--- src/rtl/game_flow_ctl_pkg.sv ---
// Shared constants for the Memory Game screen flow: screen encodings, card counts, frame defaults.
package game_flow_ctl_pkg;

    typedef enum logic [1:0] {
        GF_MENU    = 2'd0,
        GF_OPTIONS = 2'd1,
        GF_PLAY    = 2'd2,
        GF_RESULT  = 2'd3
    } gf_state_e;

    localparam int CARD_MAX_NUM_SIZE = 6;
    localparam logic [CARD_MAX_NUM_SIZE-1:0] CARD_NUM_EASY   = 6'd8;
    localparam logic [CARD_MAX_NUM_SIZE-1:0] CARD_NUM_NORMAL = 6'd16;
    localparam logic [CARD_MAX_NUM_SIZE-1:0] CARD_NUM_HARD   = 6'd24;

    localparam int RESULT_FRAMES_DEF = 180;
    localparam int IDLE_FRAMES_DEF   = 1800;
    localparam int TIMER_W_DEF       = 11;

endpackage

--- src/rtl/game_flow_ctl_click_mask.sv ---
// Suppresses a mouse button held across a screen change until it is released once;
// also provides a rising-edge strobe of the gated button and an any-edge strobe of the raw level.
module click_mask (
    input  logic clk,
    input  logic rst,
    input  logic mouse_left,
    input  logic set_mask,
    output logic mouse_left_gated,
    output logic gated_rise,
    output logic raw_edge
);

    logic mask_q, mask_d;
    logic gated_prev_q;
    logic raw_prev_q;

    assign mouse_left_gated = mouse_left & ~mask_q;
    assign gated_rise       = mouse_left_gated & ~gated_prev_q;
    assign raw_edge         = mouse_left ^ raw_prev_q;

    // A new screen always re-arms the mask, even if the button was already released.
    always_comb begin
        mask_d = mask_q;
        if (set_mask)
            mask_d = 1'b1;
        else if (!mouse_left)
            mask_d = 1'b0;
    end

    always_ff @(posedge clk or negedge rst) begin
        if (!rst) begin
            mask_q       <= 1'b1;
            gated_prev_q <= 1'b0;
            raw_prev_q   <= 1'b0;
        end else begin
            mask_q       <= mask_d;
            gated_prev_q <= mouse_left_gated;
            raw_prev_q   <= mouse_left;
        end
    end

endmodule

--- src/rtl/game_flow_ctl.sv ---
// Memory Game screen sequencer: one-hot screen enables, card-count latch, RESULT hold timer.
// Optional OPTIONS inactivity return to MENU is enabled by defining GAME_FLOW_IDLE_EN.
module game_flow_ctl
    import game_flow_ctl_pkg::*;
#(
    parameter int RESULT_FRAMES = RESULT_FRAMES_DEF,
    parameter int IDLE_FRAMES   = IDLE_FRAMES_DEF,
    parameter int TIMER_W       = TIMER_W_DEF
) (
    input  logic                         clk,
    input  logic                         rst,
    input  logic                         frame_tick,
    input  logic                         mouse_left,
    input  logic                         start_butt_pressed,
    input  logic                         options_butt_pressed,
    input  logic                         difficulty_butts_pressed,
    input  logic [CARD_MAX_NUM_SIZE-1:0] num_of_cards_in,
    input  logic                         game_won,
    output logic                         mouse_left_gated,
    output logic                         menu_en,
    output logic                         options_en,
    output logic                         game_en,
    output logic                         result_en,
    output logic                         game_start,
    output logic [CARD_MAX_NUM_SIZE-1:0] num_of_cards
);

`ifdef GAME_FLOW_IDLE_EN
    localparam bit IDLE_EN = 1'b1;
`else
    localparam bit IDLE_EN = 1'b0;
`endif

    localparam logic [TIMER_W-1:0] RESULT_LAST = TIMER_W'(RESULT_FRAMES - 1);
    localparam logic [TIMER_W-1:0] IDLE_LAST   = TIMER_W'(IDLE_FRAMES - 1);

    function automatic logic [TIMER_W-1:0] sat_inc(input logic [TIMER_W-1:0] t);
        return (t == '1) ? t : t + 1'b1;
    endfunction

    gf_state_e                    state_q, state_d;
    logic [TIMER_W-1:0]           timer_q, timer_d;
    logic                         menu_en_q, options_en_q, game_en_q, result_en_q;
    logic                         game_start_q;
    logic [CARD_MAX_NUM_SIZE-1:0] cards_q;
    logic                         transition;
    logic                         gated_rise;
    logic                         raw_edge;

    click_mask u_click_mask (
        .clk              (clk),
        .rst              (rst),
        .mouse_left       (mouse_left),
        .set_mask         (transition),
        .mouse_left_gated (mouse_left_gated),
        .gated_rise       (gated_rise),
        .raw_edge         (raw_edge)
    );

    always_comb begin
        state_d = state_q;
        timer_d = timer_q;
        case (state_q)
            GF_MENU: begin
                if (start_butt_pressed)
                    state_d = GF_PLAY;
                else if (options_butt_pressed)
                    state_d = GF_OPTIONS;
            end
            GF_OPTIONS: begin
                if (difficulty_butts_pressed)
                    state_d = GF_MENU;
                else if (IDLE_EN && raw_edge)
                    timer_d = '0;
                else if (IDLE_EN && frame_tick) begin
                    if (timer_q == IDLE_LAST)
                        state_d = GF_MENU;
                    else
                        timer_d = sat_inc(timer_q);
                end
            end
            GF_PLAY: begin
                if (game_won)
                    state_d = GF_RESULT;
            end
            GF_RESULT: begin
                if (gated_rise)
                    state_d = GF_MENU;
                else if (frame_tick) begin
                    if (timer_q == RESULT_LAST)
                        state_d = GF_MENU;
                    else
                        timer_d = sat_inc(timer_q);
                end
            end
            default: state_d = GF_MENU;
        endcase
        // Entry clear has priority over any same-cycle frame tick.
        if (state_d != state_q)
            timer_d = '0;
    end

    assign transition = (state_d != state_q);

    always_ff @(posedge clk or negedge rst) begin
        if (!rst) begin
            state_q      <= GF_MENU;
            timer_q      <= '0;
            menu_en_q    <= 1'b1;
            options_en_q <= 1'b0;
            game_en_q    <= 1'b0;
            result_en_q  <= 1'b0;
            game_start_q <= 1'b0;
            cards_q      <= CARD_NUM_NORMAL;
        end else begin
            state_q      <= state_d;
            timer_q      <= timer_d;
            menu_en_q    <= (state_d == GF_MENU);
            options_en_q <= (state_d == GF_OPTIONS);
            game_en_q    <= (state_d == GF_PLAY);
            result_en_q  <= (state_d == GF_RESULT);
            game_start_q <= (state_q == GF_MENU) && (state_d == GF_PLAY);
            if ((state_q == GF_MENU) && (state_d == GF_PLAY))
                cards_q <= num_of_cards_in;
        end
    end

    assign menu_en      = menu_en_q;
    assign options_en   = options_en_q;
    assign game_en      = game_en_q;
    assign result_en    = result_en_q;
    assign game_start   = game_start_q;
    assign num_of_cards = cards_q;

endmodule

--- config.mk ---
export PLATFORM = sky130hd
export DESIGN_NAME = game_flow_ctl
export DESIGN_NICKNAME = d
export VERILOG_FILES = /design/src/rtl/game_flow_ctl_pkg.sv /design/src/rtl/game_flow_ctl_click_mask.sv /design/src/rtl/game_flow_ctl.sv
export SDC_FILE = /design/constraint.sdc
export NUM_CORES = 1
export LEC_CHECK = 0
export ABC_AREA = 1
export CORE_ASPECT_RATIO = 0.6
export CORE_UTILIZATION = 35
export CTS_BUF_LIST = sky130_fd_sc_hd__clkbuf_8
export DETAILED_ROUTE_END_ITERATION = 10
export PLACE_DENSITY_LB_ADDON = 0.08
export SYNTH_ARGS = -nofsm -noshare
export SYNTH_HDL_FRONTEND = slang
export SYNTH_SLANG_ARGS = --single-unit
--- constraint.sdc ---
create_clock -name clk -period 1.7 [get_ports clk]
set_input_delay 0.34 -clock clk [delete_from_list [all_inputs] [get_ports clk]]
set_output_delay 0.34 -clock clk [all_outputs]
set_load 0.005 [all_outputs]
==> key figures <==
Worst setup path
  • CP required: about 1.4 ns
  • Worst path slowest cell: dfstp_2
  • Crit-path cells: clkdlybuf4s50_1
  • Critical path peak fanout: 2
  • Critical path class: register to primary output
  • CP startpoint kind: register
  • Reg2reg end: timer_q[2]
  • Worst setup path start: num_of_cards[4]
  • Worst r2r src: timer_q[0]
  • R2R setup slack: 0.08 ns
  • Critical Path AT: approximately 1.3 ns
  • Top Family by Delay on Critical Path: flip-flops
  • Crit path buffers/inverters: 1
  • Worst-case reg-to-reg path depth: 11
  • Crit path capture type: primary output
  • Crit-path max cell delay: 0.55 ns

Die
  • Row Count: 16
  • Core area: 3423 µm²
  • Die area: 4037 µm²
  • DIE WIDTH: approximately 81 µm
  • Num ports: 26
  • Die boundary height: 49.62 µm
  • Initial Util: 38.63%

Yosys
  • Synth Warn #: 0
  • Post-Syn Nets: 185
  • Synthesized flop and latch total: 26
  • Post-synthesis area per instance: a little under 8 µm²
  • Yosys cell types: 20
  • Synthesized instance count: 170
  • Synth Cell Area: 1323 µm²
  • Sequential fraction of the synthesis area: 49.48%

Clock tree
  • Root Buffer Master: clkbuf_8
  • H-tree Lvls: 1
  • Clock buffer depth: 2
  • CTS tree: yes
  • Clock Sink Count: 26
  • CTS clk-pin slew, worst paths: 0.10 ns
  • Cts bufs inserted: 3
  • Clock latency on the worst-skew pair: 0.29 ns
  • Hold buffer count at CTS: 0

Place
  • GP Congestion: between 0.8 and 0.9
  • Post-DP HPWL: 2210 µm
  • Placed Instances: 253
  • Port bufs: 25
  • Pre-CTS WS: -0.1738 ns

Global routing
  • Grt met1 use: roughly a quarter
  • Grt peak-use layer: met1
  • Met3 Usage GRT: 5.000%
  • Global-route wire length before repair: 5147 µm
  • Vias in the first global route: 1095
  • Antenna violations before repair: 0
  • Largest net degree at the start of global routing: 27
  • Met2 Use GR: between 20% and 30%
  • Global Route Usage Sum: 16.98%
  • Gr ovfl total: 0

Timing
  • Slew headroom: 69.03%
  • Fin. max-slew vios: 0
  • Period Utilization, post-route: 97.80%
  • RSZ-0062 raised after global routing: true
  • Fin Hold WS: roughly 0.41 ns
  • Least-Margin Pin Slew: 0.4603 ns
  • Highest Clock Rate: 0.6015 GHz
  • Final Hold Fails: 0
  • Fin crit period: 1.663 ns
  • Final setup vio count: 0
  • Final worst setup slack: 0.03747 ns
  • Setup Skew: 0.007372 ns

Route
  • Initial DRC count: 97
  • Final antenna-violating net count: 0
  • Vias: 1207
  • DR vias/cell: about 4.6
  • First drt pass iteration count: 4
  • Residual DRC count: 0
  • Total wire length: 3217 µm
  • DR WL/cell: roughly 12 µm

Power and ir drop
  • Static Leak: 0.9025 nW
  • Clk pwr share: 18.6%
  • Net Sw Power: 0.001125 W
  • Power, Total: 0.002861 W
  • Switching share of power: 39.31%
  • Cell Pwr Density: 1486 nW/µm²
  • Gate power share: between 40 and 50%
  • Peak supply drop: 1033 µV
  • Power Internal: 0.001737 W
  • Sequential group share of total power: about a third

Layout
  • Nets: 231
  • P&R area growth vs syn: 45.60%
  • Most common cell after layout, fill and taps aside: nand2_1
  • Most frequent cells in the layout: nand2_1, inv_1, clkdlybuf4s50_1
  • Final Non-Filler Cells: 260
  • Final core utilization: 56.25%
  • ANT cells: 0
  • Fill count: 301
  • Share of cells above drive strength 1: 26.51%

Job
  • Maxcap violations: 0

Min path
  • Hold/Removal Path Class: input port to asynchronous set/reset pin

Run status
  • Status: finished clean
-- power groups by stage --
stage	clock network [W]	logic, W	registers, W
2_1_floorplan	0	0.000594	0.000908
3_3_place_gp	0	0.00111	0.000900
3_5_place_dp	0	0.00112	0.000906
4_1_cts	0.000544	0.00114	0.000895
5_1_grt	0.000571	0.00156	0.000930
6_report	0.000533	0.00142	0.000911
-- state kept, by name, summed over array words and instances (netlist names) --
name,cells
timer_q,11
num_of_cards,6
state_q,2
game_en,1
game_start,1
menu_en,1
options_en,1
result_en,1
u_click_mask.gated_prev_q,1
u_click_mask.mask_q,1
-- how the worst max path moves through the flow --
stage | cells after the start | slack [ns] | to
floorplan | 9 | 0.15 | timer_q[5]
global placement | 11 | -0.15 | timer_q[2]
detailed placement | 11 | -0.17 | timer_q[7]
CTS | 11 | 0.008 | timer_q[2]
global route | 11 | -0.02 | timer_q[2]
finish | 1 | 0.04 | num_of_cards[4]
-- cell families after synthesis --
kind of cell / share of synthesized area, %
and+or+nand+nor: 35.38
buffers and inverters: 9.082
DFF: 49.48
AOI/OAI and AO/OA: 4.447
xor gates and xnor gates: 0.6624
adders and majority gates: 0.9459
-- synthesized netlist by cell type --
| master | n | area, µm² |
|---|---|---|
| nand2_1 | 50 | 187.7 |
| inv_1 | 29 | 108.9 |
| dfrtp_1 | 23 | 575.6 |
| nor2_1 | 14 | 52.55 |
| nand3_1 | 12 | 60.06 |
| nor2_2 | 11 | 68.82 |
| o21ai_0 | 7 | 35.03 |
| nand4_1 | 6 | 37.54 |
| nand2_2 | 5 | 31.28 |
| dfstp_2 | 3 | 78.83 |
| a21boi_0 | 1 | 7.510 |
| a22oi_1 | 1 | 7.510 |
| a31o_2 | 1 | 8.760 |
| buf_6 | 1 | 11.26 |
| ha_1 | 1 | 12.51 |
| nand2_4 | 1 | 11.26 |
| nand3b_1 | 1 | 7.510 |
| nor3_1 | 1 | 5.000 |
| nor4_1 | 1 | 6.260 |
| xor2_1 | 1 | 8.760 |
-- metrics by stage --
step                setup TNS [ns]  cell area, µm²
finish                           0            1926
global route              -0.07162            1926
CTS                              0            1798
detailed placement          -2.161            1723
global placement            -1.733            1723
floorplan                        0            1323
-- per-layer routing --
metal / wire length, µm / part of all wire (%)
met5: 0 / 0
met4: 20 / 0.62
met3: 166 / 5.2
met2: 1343 / 42
met1: 1687 / 52
-- final cells by class --
type | instances | area [µm²] | area share, %
Timing Repair Buffer | 41 | 369.1 | 19.17
Sequential cell | 26 | 655.6 | 34.05
Clock inverter | 1 | 30.03 | 1.559
Clock buffer | 3 | 41.29 | 2.144
Tap cell | 45 | 56.30 | 2.924
Multi-Input combinational cell | 115 | 664.4 | 34.50
Inverter | 29 | 108.9 | 5.653
-- timing repair --
action	in CTS	in global routing
gates cloned	0	1
gates resized for setup	2	26
buffers inserted	0	2
setup endpoints to repair	12	15
pin swaps	0	5
Note: power is estimated with default switching activity, not from simulation.
